<file path="src/rtl/phy_tx_pkg.sv">
// Shared constants and types for the TX PHY symbol scheduler.
package phy_tx_pkg;

    localparam logic [7:0] K_COM    = 8'hBC;
    localparam logic [7:0] K_SKP    = 8'h1C;
    localparam logic [7:0] K_PAD    = 8'hF7;
    localparam logic [7:0] D_TS1_ID = 8'h4A;
    localparam logic [7:0] D_IDLE   = 8'h00;
    localparam int         TS1_LEN  = 16;

    typedef enum logic [1:0] {
        IDLE,
        DATA,
        SKP,
        TS
    } state_t;

    // Selects which ordered-set table the ROM reads.
    typedef enum logic {
        OS_SKP,
        OS_TS1
    } os_t;

endpackage

</file>
<file path="src/rtl/phy_os_rom.sv">
// Ordered-set symbol tables: (os_type, index) -> {K, symbol}, plus a flag
// marking the final symbol of the selected ordered set.
module phy_os_rom
    import phy_tx_pkg::*;
#(
    parameter int SKP_LEN = 3
) (
    input  os_t        os_type,
    input  logic [3:0] idx,
    output logic       k,
    output logic [7:0] sym,
    output logic       last
);

    // Table lookup; index 0 of both sets is COM.
    always_comb begin
        k    = 1'b0;
        sym  = D_IDLE;
        last = 1'b0;
        if (os_type == OS_SKP) begin
            k    = 1'b1;
            sym  = (idx == 4'd0) ? K_COM : K_SKP;
            last = (idx == 4'(SKP_LEN));
        end else begin
            last = (idx == 4'(TS1_LEN - 1));
            case (idx)
                4'd0:    begin sym = K_COM; k = 1'b1; end
                4'd1,
                4'd2:    begin sym = K_PAD; k = 1'b1; end
                4'd3:    sym = 8'h00;
                4'd4:    sym = 8'h02;
                4'd5:    sym = 8'h00;
                default: sym = D_TS1_ID;
            endcase
        end
    end

endmodule

</file>
<file path="src/rtl/phy_tx_symbol_scheduler.sv">
// TX PHY symbol scheduler: merges link-layer data, TS1 ordered sets and
// periodic SKP ordered sets into one registered symbol stream for the
// 8b/10b encoder. SKP insertion is compiled in only when the macro
// PHY_SKP_INSERT_EN is defined; otherwise arbitration is TS1 > data > idle.
module phy_tx_symbol_scheduler
    import phy_tx_pkg::*;
#(
    parameter int SKP_INTERVAL = 1180,
    parameter int SKP_LEN      = 3
) (
    input  logic       clk,
    input  logic       reset_L,
    input  logic       enable,
    input  logic [7:0] data_in,
    input  logic       data_k_in,
    input  logic       data_valid,
    output logic       data_ready,
    input  logic       ts_req,
    output logic [7:0] i_8b,
    output logic       K,
    output logic       sym_valid,
    output logic       ts_done,
    output logic       skp_sent
);

    if (SKP_INTERVAL < 32) begin : g_bad_interval
        $error("SKP_INTERVAL must be at least 32");
    end
    if (SKP_LEN < 1 || SKP_LEN > 4) begin : g_bad_skp_len
        $error("SKP_LEN must be in 1..4");
    end

    state_t     state, state_nxt;
    logic [3:0] idx, idx_nxt;
    logic       ts_pending;
    logic       skp_pending;
    logic       ts_issue;

    logic [7:0] sym_nxt;
    logic       k_nxt, vld_nxt, ts_done_nxt, skp_sent_nxt;

    os_t        rom_type;
    logic       rom_k, rom_last;
    logic [7:0] rom_sym;

    // The ROM only serves ordered sets already in progress; the opening COM
    // is emitted directly so ROM inputs depend on registers alone.
    assign rom_type = (state == SKP) ? OS_SKP : OS_TS1;

    phy_os_rom #(.SKP_LEN(SKP_LEN)) u_rom (
        .os_type (rom_type),
        .idx     (idx),
        .k       (rom_k),
        .sym     (rom_sym),
        .last    (rom_last)
    );

    // Data is refused whenever the next slot belongs to an ordered set.
    assign data_ready = enable & reset_L & (state != SKP) & (state != TS)
                      & ~skp_pending & ~ts_pending;

`ifdef PHY_SKP_INSERT_EN
    localparam int CW = $clog2(SKP_INTERVAL);

    logic [CW-1:0] interval_cnt;
    logic          skp_issue;

    // Interval counter; a wrap while SKP is still pending is absorbed.
    always_ff @(posedge clk) begin
        if (!reset_L) begin
            interval_cnt <= '0;
            skp_pending  <= 1'b0;
        end else if (enable) begin
            if (interval_cnt == CW'(SKP_INTERVAL - 1)) begin
                interval_cnt <= '0;
                skp_pending  <= 1'b1;
            end else begin
                interval_cnt <= interval_cnt + 1'b1;
                if (skp_issue) skp_pending <= 1'b0;
            end
        end
    end
`else
    assign skp_pending = 1'b0;
`endif

    // Next-symbol selection: finish an ordered set in progress, otherwise
    // arbitrate SKP > TS1 > data > idle for the next slot.
    always_comb begin
        state_nxt    = state;
        idx_nxt      = idx;
        sym_nxt      = D_IDLE;
        k_nxt        = 1'b0;
        vld_nxt      = 1'b0;
        ts_done_nxt  = 1'b0;
        skp_sent_nxt = 1'b0;
        ts_issue     = 1'b0;
`ifdef PHY_SKP_INSERT_EN
        skp_issue    = 1'b0;
`endif
        if (enable) begin
            if (state == SKP || state == TS) begin
                sym_nxt = rom_sym;
                k_nxt   = rom_k;
                vld_nxt = 1'b1;
                if (rom_last) begin
                    state_nxt   = IDLE;
                    idx_nxt     = 4'd0;
                    ts_done_nxt = (state == TS);
`ifdef PHY_SKP_INSERT_EN
                    skp_sent_nxt = (state == SKP);
`endif
                end else begin
                    idx_nxt = idx + 4'd1;
                end
            end else begin
`ifdef PHY_SKP_INSERT_EN
                if (skp_pending) begin
                    sym_nxt   = K_COM;
                    k_nxt     = 1'b1;
                    vld_nxt   = 1'b1;
                    state_nxt = SKP;
                    idx_nxt   = 4'd1;
                    skp_issue = 1'b1;
                end else
`endif
                if (ts_pending) begin
                    sym_nxt   = K_COM;
                    k_nxt     = 1'b1;
                    vld_nxt   = 1'b1;
                    state_nxt = TS;
                    idx_nxt   = 4'd1;
                    ts_issue  = 1'b1;
                end else if (data_valid) begin
                    sym_nxt   = data_in;
                    k_nxt     = data_k_in;
                    vld_nxt   = 1'b1;
                    state_nxt = DATA;
                end else begin
                    state_nxt = IDLE;
                end
            end
        end
    end

    // State, TS1 request latch and registered encoder outputs. With enable
    // low the next-state logic holds state/idx and the outputs drop to idle.
    always_ff @(posedge clk) begin
        if (!reset_L) begin
            state      <= IDLE;
            idx        <= 4'd0;
            ts_pending <= 1'b0;
            i_8b       <= D_IDLE;
            K          <= 1'b0;
            sym_valid  <= 1'b0;
            ts_done    <= 1'b0;
            skp_sent   <= 1'b0;
        end else begin
            state      <= state_nxt;
            idx        <= idx_nxt;
            i_8b       <= sym_nxt;
            K          <= k_nxt;
            sym_valid  <= vld_nxt;
            ts_done    <= ts_done_nxt;
            skp_sent   <= skp_sent_nxt;
            if (ts_issue)
                ts_pending <= 1'b0;
            else if (ts_req && state != TS)
                ts_pending <= 1'b1;
        end
    end

endmodule

</file>
<file path="config.mk">
export PLATFORM = sky130hd
export DESIGN_NAME = phy_tx_symbol_scheduler
export DESIGN_NICKNAME = d
export VERILOG_FILES = /design/src/rtl/phy_tx_pkg.sv /design/src/rtl/phy_os_rom.sv /design/src/rtl/phy_tx_symbol_scheduler.sv
export SDC_FILE = /design/constraint.sdc
export NUM_CORES = 1
export LEC_CHECK = 0
export BUFFER_PORTS_ARGS = -buffer_cell sky130_fd_sc_hd__buf_2
export CORE_ASPECT_RATIO = 0.9
export CORE_MARGIN = 4
export CORE_UTILIZATION = 53
export DETAILED_ROUTE_END_ITERATION = 10
export PLACE_DENSITY = 0.92
export SLEW_MARGIN = 20
export SYNTH_ARGS = -nofsm -noshare
export SYNTH_HDL_FRONTEND = slang
export SYNTH_SLANG_ARGS = --single-unit
</file>
<file path="constraint.sdc">
create_clock -name clk -period 3.11 [get_ports clk]
set_clock_uncertainty 0.05 [all_clocks]
set_input_delay 0.311 -clock clk [delete_from_list [all_inputs] [get_ports clk]]
set_output_delay 0.311 -clock clk [all_outputs]
set_load 0.01 [all_outputs]
</file>
Yosys cells after proc, flatten, opt, wreduce, memory -nomap -nowiden. Cells that the tools add are included. Widths: inputs -> output; s select.

Register bits: 18. Input bits: 14. Output and inout port bits: 13. Logic and storage cells: 62.

$add $sub $neg: 1. Eq/ne operators: 11. Mux-type cells: 25. Bitwise gates (word level): 6. Reduce and logical (&&, ||, !) cells: 12.

Operator list (count): $mux 8 (5); $pmux 8 s4 (1); $mux 1 (13); $mux 4 (3); $eq 4x2->1 const B (2); $eq 4x3->1 const B (2); $mux 2 (3); $ne 2x2->1 const B (3); $reduce_and 2->1 (3); $reduce_or 2->1 (3); $add 4x1->4 const B (1); $and 1x1->1 (4); $eq 2x2->1 const B (2); $eq 4x1->1 const B (1); $eq 4x4->1 const B (1); $logic_not 4->1 (1); $reduce_and 4->1 (1); $reduce_or 3->1 (1); $not 1->1 (2); $reduce_bool 2->1 (1); $logic_and 1x1->1 (1); $logic_or 1x1->1 (1).

Logic depth before layout (Yosys ltp). Gate-level depths: netlist of the first run.

Depth after elaboration: 5. Depth in mapped cells: 6.

Hierarchy. A second synthesis of the first run with hierarchy kept.

Cell total of the unflattened synthesis: 119. Area total of the unflattened synthesis: 974.7 um^2.

By module, submodules not included: phy_tx_symbol_scheduler (instances 1, cells each 92, area an instance 785.8 um^2, seq. area each 360.3 um^2); phy_os_rom (instances 1, cells each 27, area an instance 188.9 um^2, seq. area each 0.0 um^2).

Worst setup path after synthesis of the first run. No wires, ideal clock.

Path type: register to register. From: register idx[0]. To: register state[0]. Setup time: 0.118 ns. Data arrival time: 1.342 ns. Required time: 2.942 ns. Slack: 1.600 ns. Cell stages (with the launch flop): 7. Path buffers: 1. Clock period less this slack: 1.510 ns. Cell sequence: dfxtp_1 -> ha_1 -> clkbuf_1 -> inv_1 -> o311a_2 -> o21ai_2 -> a21boi_1.

Cells in the longest elaborated chain, start to end: 4. Elaborated cells between the ends (all ways): 5.

RTL lines: start: declaration (RTL line phy_tx_symbol_scheduler.sv:34) `logic [3:0] idx, idx_nxt;`; start signal: assignment (RTL line phy_tx_symbol_scheduler.sv:160) `idx <= idx_nxt;`; $eq 4x4->1 / $eq 4x2->1 (equally long branches) (RTL line phy_os_rom.sv:25, phy_os_rom.sv:23); $mux 1 (*) (RTL line phy_os_rom.sv:20) `if (os_type == OS_SKP) begin`; $ne 2x2->1 (no source line) (*); $reduce_and 2->1 (no source line) (*); end signal: assignment (RTL line phy_tx_symbol_scheduler.sv:159) `state <= state_nxt;`; end: declaration (RTL line phy_tx_symbol_scheduler.sv:33) `state_t state, state_nxt;`.

Mark *: on every way between the ends. The rest lies on a longest branch, timed or not. A chain may end at the register's enable or synchronous reset.

Worst setup path in the final report of the first run.
From: register state[1]. To: register i_8b[5].

Cells in the longest elaborated chain, start to end: 3. Elaborated cells between the ends (all ways): 5.

RTL lines: $eq 2x2->1 (on tied branches) (RTL line phy_tx_symbol_scheduler.sv:48, phy_tx_symbol_scheduler.sv:102); $mux 8 / $logic_or 1x1->1 (equally long branches) (RTL line phy_os_rom.sv:20, phy_tx_symbol_scheduler.sv:102); $mux 8 (*) (RTL line phy_tx_symbol_scheduler.sv:102) `if (state == SKP || state == TS) begin`; end signal: assignment (RTL line phy_tx_symbol_scheduler.sv:161) `i_8b <= sym_nxt;`; end: declaration (RTL line phy_tx_symbol_scheduler.sv:19) `output logic [7:0] i_8b,`.

Marks and branches as above.

==> results of run 1 <==
## power groups by stage
stage | sequential (mW) | combinational (mW) | clock, mW
4_1_cts | 0.255 | 0.0805 | 0.147
3_5_place_dp | 0.260 | 0.0800 | 0
5_1_grt | 0.257 | 0.0895 | 0.155
3_3_place_gp | 0.259 | 0.0768 | 0
2_1_floorplan | 0.256 | 0.0586 | 0
6_report | 0.255 | 0.0806 | 0.141
## path summary, 6_finish.rpt
path | startpoint | to | slack, ps | cells past startpoint
max reg2reg | state[1]$_SDFFE_PN0P_ | i_8b[5]$_SDFF_PP0_ | 1440 | 3
max | state[1]$_SDFFE_PN0P_ | i_8b[5]$_SDFF_PP0_ | 1440 | 3
min | data_in[0] | i_8b[0]$_SDFF_PP0_ | 220 | 3
min reg2reg | state[0]$_SDFFE_PN0P_ | state[0]$_SDFFE_PN0P_ | 500 | 2
## area by class of cell
class	instances	area (um2)	share of cell area [%]
clock buffer	4	36.28	3.364
inverter	5	18.77	1.740
multi-input combinational	85	508.0	47.10
sequential	18	360.3	33.41
tap	24	30.03	2.784
timing repair buffer	25	125.1	11.60
## registers in the layout, summed over array words and instances (netlist names)
name and flops:
sym_valid 1, ts_pending 1, ts_done 1, state 2
K 1, i_8b 8, idx 4
## through the flow
step | power (mW) | area, um2 | setup WS (ps) | hold slack (ps) | std cells
after floorplan | 0.3150 | 934.6 | 1600 | 378.6 | 117
after global placement | 0.3360 | 1042 | 1583 | 475.4 | 157
after detailed placement | 0.3401 | 1042 | 1494 | 482.1 | 157
after CTS | 0.4818 | 1079 | 1456 | 220.9 | 161
after global routing | 0.5014 | 1079 | 1301 | 215.0 | 161
final | 0.4767 | 1079 | 1440 | 224.1 | 161
## kinds of logic after synthesis
group,count (synthesis)
fa+ha+maj,4
mux,2
compound gates,39
other cells,1
flops,18
buf+inv,14
simple gates,39
## cells in the final DEF, fill, tap and decap left out, drive strengths merged, types with 2 or more instances in the layout
cell    count
buf        25
clkbuf      4
inv         5
o21ai       9
dfxtp      18
a31oi       2
a21boi      2
nand3       2
nor2        9
a22o        2
a21oi      14
or2         2
nand2b      2
nand2      13
ha          4
mux2i       2
nor3        7
## critical path, cell delays in order (launching register included)
cell and delay (ps):
dfxtp_1 670, nand2_1 280, or3_4 450, a21oi_1 140
## per-layer routing
metal | routed length, um | GRT usage (%) | vias up
li1 | - | - | 452
met1 | 896 | 20.11 | 395
met2 | 965 | 28.07 | 45
met3 | 208 | 6.854 | 0
met4 | 0 | 3.571 | 0
met5 | 0 | 0 | -
==> impl_metrics.ini, run 1 <==
[outcome]
status = finished clean

[flow_run]
drv_cap = 0

[cts]
cts.sinks = 18
clk_pin_slew_ps = 100
clk_latency_ps = 290
clockBufferDepth = 2
post-cts-setup-buffers = 0
cts_tree = yes
root_buffer = clkbuf_4
hold_buffers = 0
cts_resized = 0
htree_levels = 1
cts_made_buffers = 3

[sta]
worst_slew_pin_slew_ps = 541.2
fin_setup_tns_ps = 0
fmax_ghz = 0.5989
final_hold_viol_count = 0
fin_crit_ps = 1670
max-slew-margin-rel_pct = 63.87
finalSetupViolations = 0
rsz0062_at_grt = no
fin_crit_sh_pct = 53.69
slew_violations = 0

[power]
p_per_area_nw_per_um2 = 442.0
power.leakage_nw = 0.4720
power.net_switching_mw = 0.1283
netSwitchingFraction_pct = 26.91
peakVddDrop_mv = 0.3495
power_frac_clock_pct = 29.6
pwr-share-comb_pct = 16.9
p_int_mw = 0.3484
p_seq_share_pct = 53.4

[logic_synthesis]
ys_warn_count = 0
yosysMostFrequentCell = dfxtp_1
synth_mux_area_share_pct = 2.142
syn_inst = 117
avgSynthCellArea_um2 = 7.988
synth.distinct_cells = 37
synth-compound-area-share_pct = 26.51
synth_simple_gate_area_share_pct = 19.95
synth_fa_ha_area_share_pct = 5.355
synth_xor_area_share_pct = 0
ys.flop_type = dfxtp_1
ys_ff_latch = 18
synth_fp_nets = 135
synthTopCellsByCount = dfxtp_1 (18), a21oi_1 (14), nand2_1 (13), nor2_1 (9), o21ai_0 (8)
synthTopCellsByArea = dfxtp_1 (39%), a21oi_1 (7.5%), ha_1 (5.4%), nand2_1 (5.2%), o21ai_0 (4.3%)
synth_top_area_share_pct = 38.55
synth_top_area_cell = dfxtp_1
synth-edff-count = 0
synth_area_um2 = 934.6
yosysSeqAreaShare_pct = 38.55
async_flop_share_pct = 0
synth_top_family_by_area = compound AO/OA/AOI/OAI gates

[route]
first_pass_iters = 4
routed_via_density = 5.540
drcViolationCount = 0
avgRoutedWirePerCell_um = 12.86
drt-initial-drc-count = 39
antenna_left = 0
routed_wl_um = 2070
vias = 892

[floorplanning]
core_area_um2 = 1664
dieArea_um2 = 2500
die_w_um = 52.27
num_rows = 14
start_util_pct = 56.17
pin_count = 27
die_h_um = 47.84

[global_routing]
antenna_found_initial = 0
grt_max_degree = 19
grt_pass1_vias = 720
grt.overflow.total = 0
track_usage_pct = 16.59
grt_pass1_wl_um = 3029

[finish]
area_delta_synth_final_pct = 15.39
post-route-util_pct = 64.81
nFillCells = 144
n_antenna_cell = 0
drive_above_1_share_pct = 25.55
final_nets = 156

[setup_path]
cp.required_ps = 3280
cp-start-kind = flop
arrival_ps = 1840
path_class = flop to flop
endpoint_kind = flop
critPathMaxFanout = 18

[place]
port_buffers = 25
routabilityCongestion = 0.8967
place_hpwl_um = 1529

[min_path]
hp-class = input pin to flop
Note: power is estimated with default switching activity, not from simulation.
==> inputs of run 2 (changes only) <==
Settings changed: CORE_UTILIZATION 53 to 50, PLACE_DENSITY 0.92 to 0.88.
Clock period 3.11 ns to 1.7 ns, I/O delays scaled along.
==> run 2 against run 1 <==
  * Cell count rose by 1.2%
  * Critical endpoint is now i_8b[6]$_SDFF_PP0_
  * Critical path depth grew 3
  * First-iteration DRC count is 21% lower
  * Wire length is 1.7% higher
  * Combinational power grew 87%
  * Utilization decreased by 0.96 points
  * Sequential share of layout area down 0.53 points
  * Setup slack got worse by 1300 ps
  * Critical path type unchanged
  * Clock power is 90% higher
  * Sequential power grew 82%
  * Via count rose by 4.3%
==> impl_metrics.ini, run 2 (synthesis gave the netlist of run 1 again) <==
[cts]
clk_pin_slew_ps = 110
hold_buffers = 0
clockBufferDepth = 2
cts_made_buffers = 3
htree_levels = 1
post-cts-setup-buffers = 0
cts_tree = yes
root_buffer = clkbuf_4
clk_latency_ps = 300
cts.sinks = 18

[global_routing]
grt_max_degree = 13
grt.overflow.total = 0
antenna_found_initial = 0
grt_pass1_wl_um = 3408
track_usage_pct = 17.07
grt_pass1_vias = 802

[route]
avgRoutedWirePerCell_um = 12.92
antenna_left = 0
drcViolationCount = 0
drt-initial-drc-count = 31
first_pass_iters = 4
vias = 930
routed_wl_um = 2106
routed_via_density = 5.706

[floorplanning]
pin_count = 27
dieArea_um2 = 2626
die_w_um = 53.58
num_rows = 14
die_h_um = 49.02
core_area_um2 = 1717
start_util_pct = 54.45

[power]
power.leakage_nw = 0.4799
peakVddDrop_mv = 0.6108
p_per_area_nw_per_um2 = 805.3

[finish]
n_antenna_cell = 0
nFillCells = 173
drive_above_1_share_pct = 27.34
regMostFlops = i_8b
reg_top3 = i_8b (8), idx (4), state (2)
multi_input_area_um2 = 510.5
area_delta_synth_final_pct = 17.27
final_cell_mix = buf_2 (25), dfxtp_1 (18), a21oi_1 (14)
largest_reg_flops = 8
final_nets = 158
seq_area_um2 = 360.3
post-route-util_pct = 63.85
final_common_cell = buf_2

[min_path]
holdPathStages = 3
hp-start = ts_req
whs_endpoint = ts_pending$_SDFFE_PP0P_
hp-class = input pin to flop

[sta]
fin_setup_tns_ps = 0
final_hold_viol_count = 0
fin_crit_ps = 1591
rsz0062_at_grt = no
finalSetupViolations = 0
slew_violations = 0
fin_crit_sh_pct = 93.58
fmax_ghz = 0.6286

[place]
routabilityCongestion = 0.9317
port_buffers = 25
place_hpwl_um = 1601

[outcome]
status = finished clean

[setup_path]
ff2ff_setup_slack_ps = 110
r2r-end = i_8b[6]$_SDFF_PP0_
path_class = flop to flop
cp.required_ps = 1880
cp-start-kind = flop
endpoint_kind = flop
rr_startpoint = idx[0]$_SDFFE_PN0P_
critPathMaxFanout = 6
arrival_ps = 1770
ff2ff_path_depth = 6

[flow_run]
drv_cap = 0
[run 2: cell type report]
type / count / share of cell area (%)
inverter: 5 / 1.712
multi-input combinational: 85 / 46.58
sequential: 18 / 32.88
timing repair buffer: 27 / 12.79
clock buffer: 4 / 3.311
tap: 24 / 2.740
[run 2: worst max path at each step]
stage                             start                     to  slack [ps]  cells past startpoint
floorplan           idx[0]$_SDFFE_PN0P_  state[0]$_SDFFE_PN0P_         190                      6
global placement    idx[0]$_SDFFE_PN0P_  state[0]$_SDFFE_PN0P_         220                      5
detailed placement  idx[0]$_SDFFE_PN0P_    idx[3]$_SDFFE_PN0P_         130                      5
CTS                 idx[0]$_SDFFE_PN0P_    idx[3]$_SDFFE_PN0P_         100                      5
global route        idx[0]$_SDFFE_PN0P_     i_8b[6]$_SDFF_PP0_           9                      6
finish              idx[0]$_SDFFE_PN0P_     i_8b[6]$_SDFF_PP0_         110                      6
[run 2: repair_timing]
item                                   in CTS  in global routing
resized for setup                           0                  1
endpoints found under the hold margin       0                  0
setup endpoints to repair                   0                  1
[run 2: where the power goes]
group	internal [mW]	switching, mW	leakage, nW
sequential	0.442	0.0213	0.147
clock	0.131	0.137	0.0210
combinational	0.0661	0.0848	0.312
[run 2: per-layer routing]
metal  part of all wire [%]  track usage, %
met5                      0               0
met4                      0           3.830
met3                     10           5.810
met2                     49           29.59
met1                     41           19.63
[run 2: metrics by stage]
stage	cell area [um2]	hold slack (ps)	setup slack [ps]	total power, mW	cells
2_1_floorplan	934.6	237.6	190.1	0.5763	117
3_3_place_gp	1057	372.0	219.9	0.6164	159
3_5_place_dp	1057	373.8	132.0	0.6236	159
4_1_cts	1094	60.39	104.5	0.8873	163
5_1_grt	1096	82.92	9.286	0.9267	163
6_report	1096	57.45	109.2	0.8826	163
[run 2: critical path: stages, from the launching register on]
cell	delay, ps
dfxtp_1	450
inv_1	110
ha_1	280
nor2_1	130
a21oi_1	90
or2_2	290
a21oi_1	120
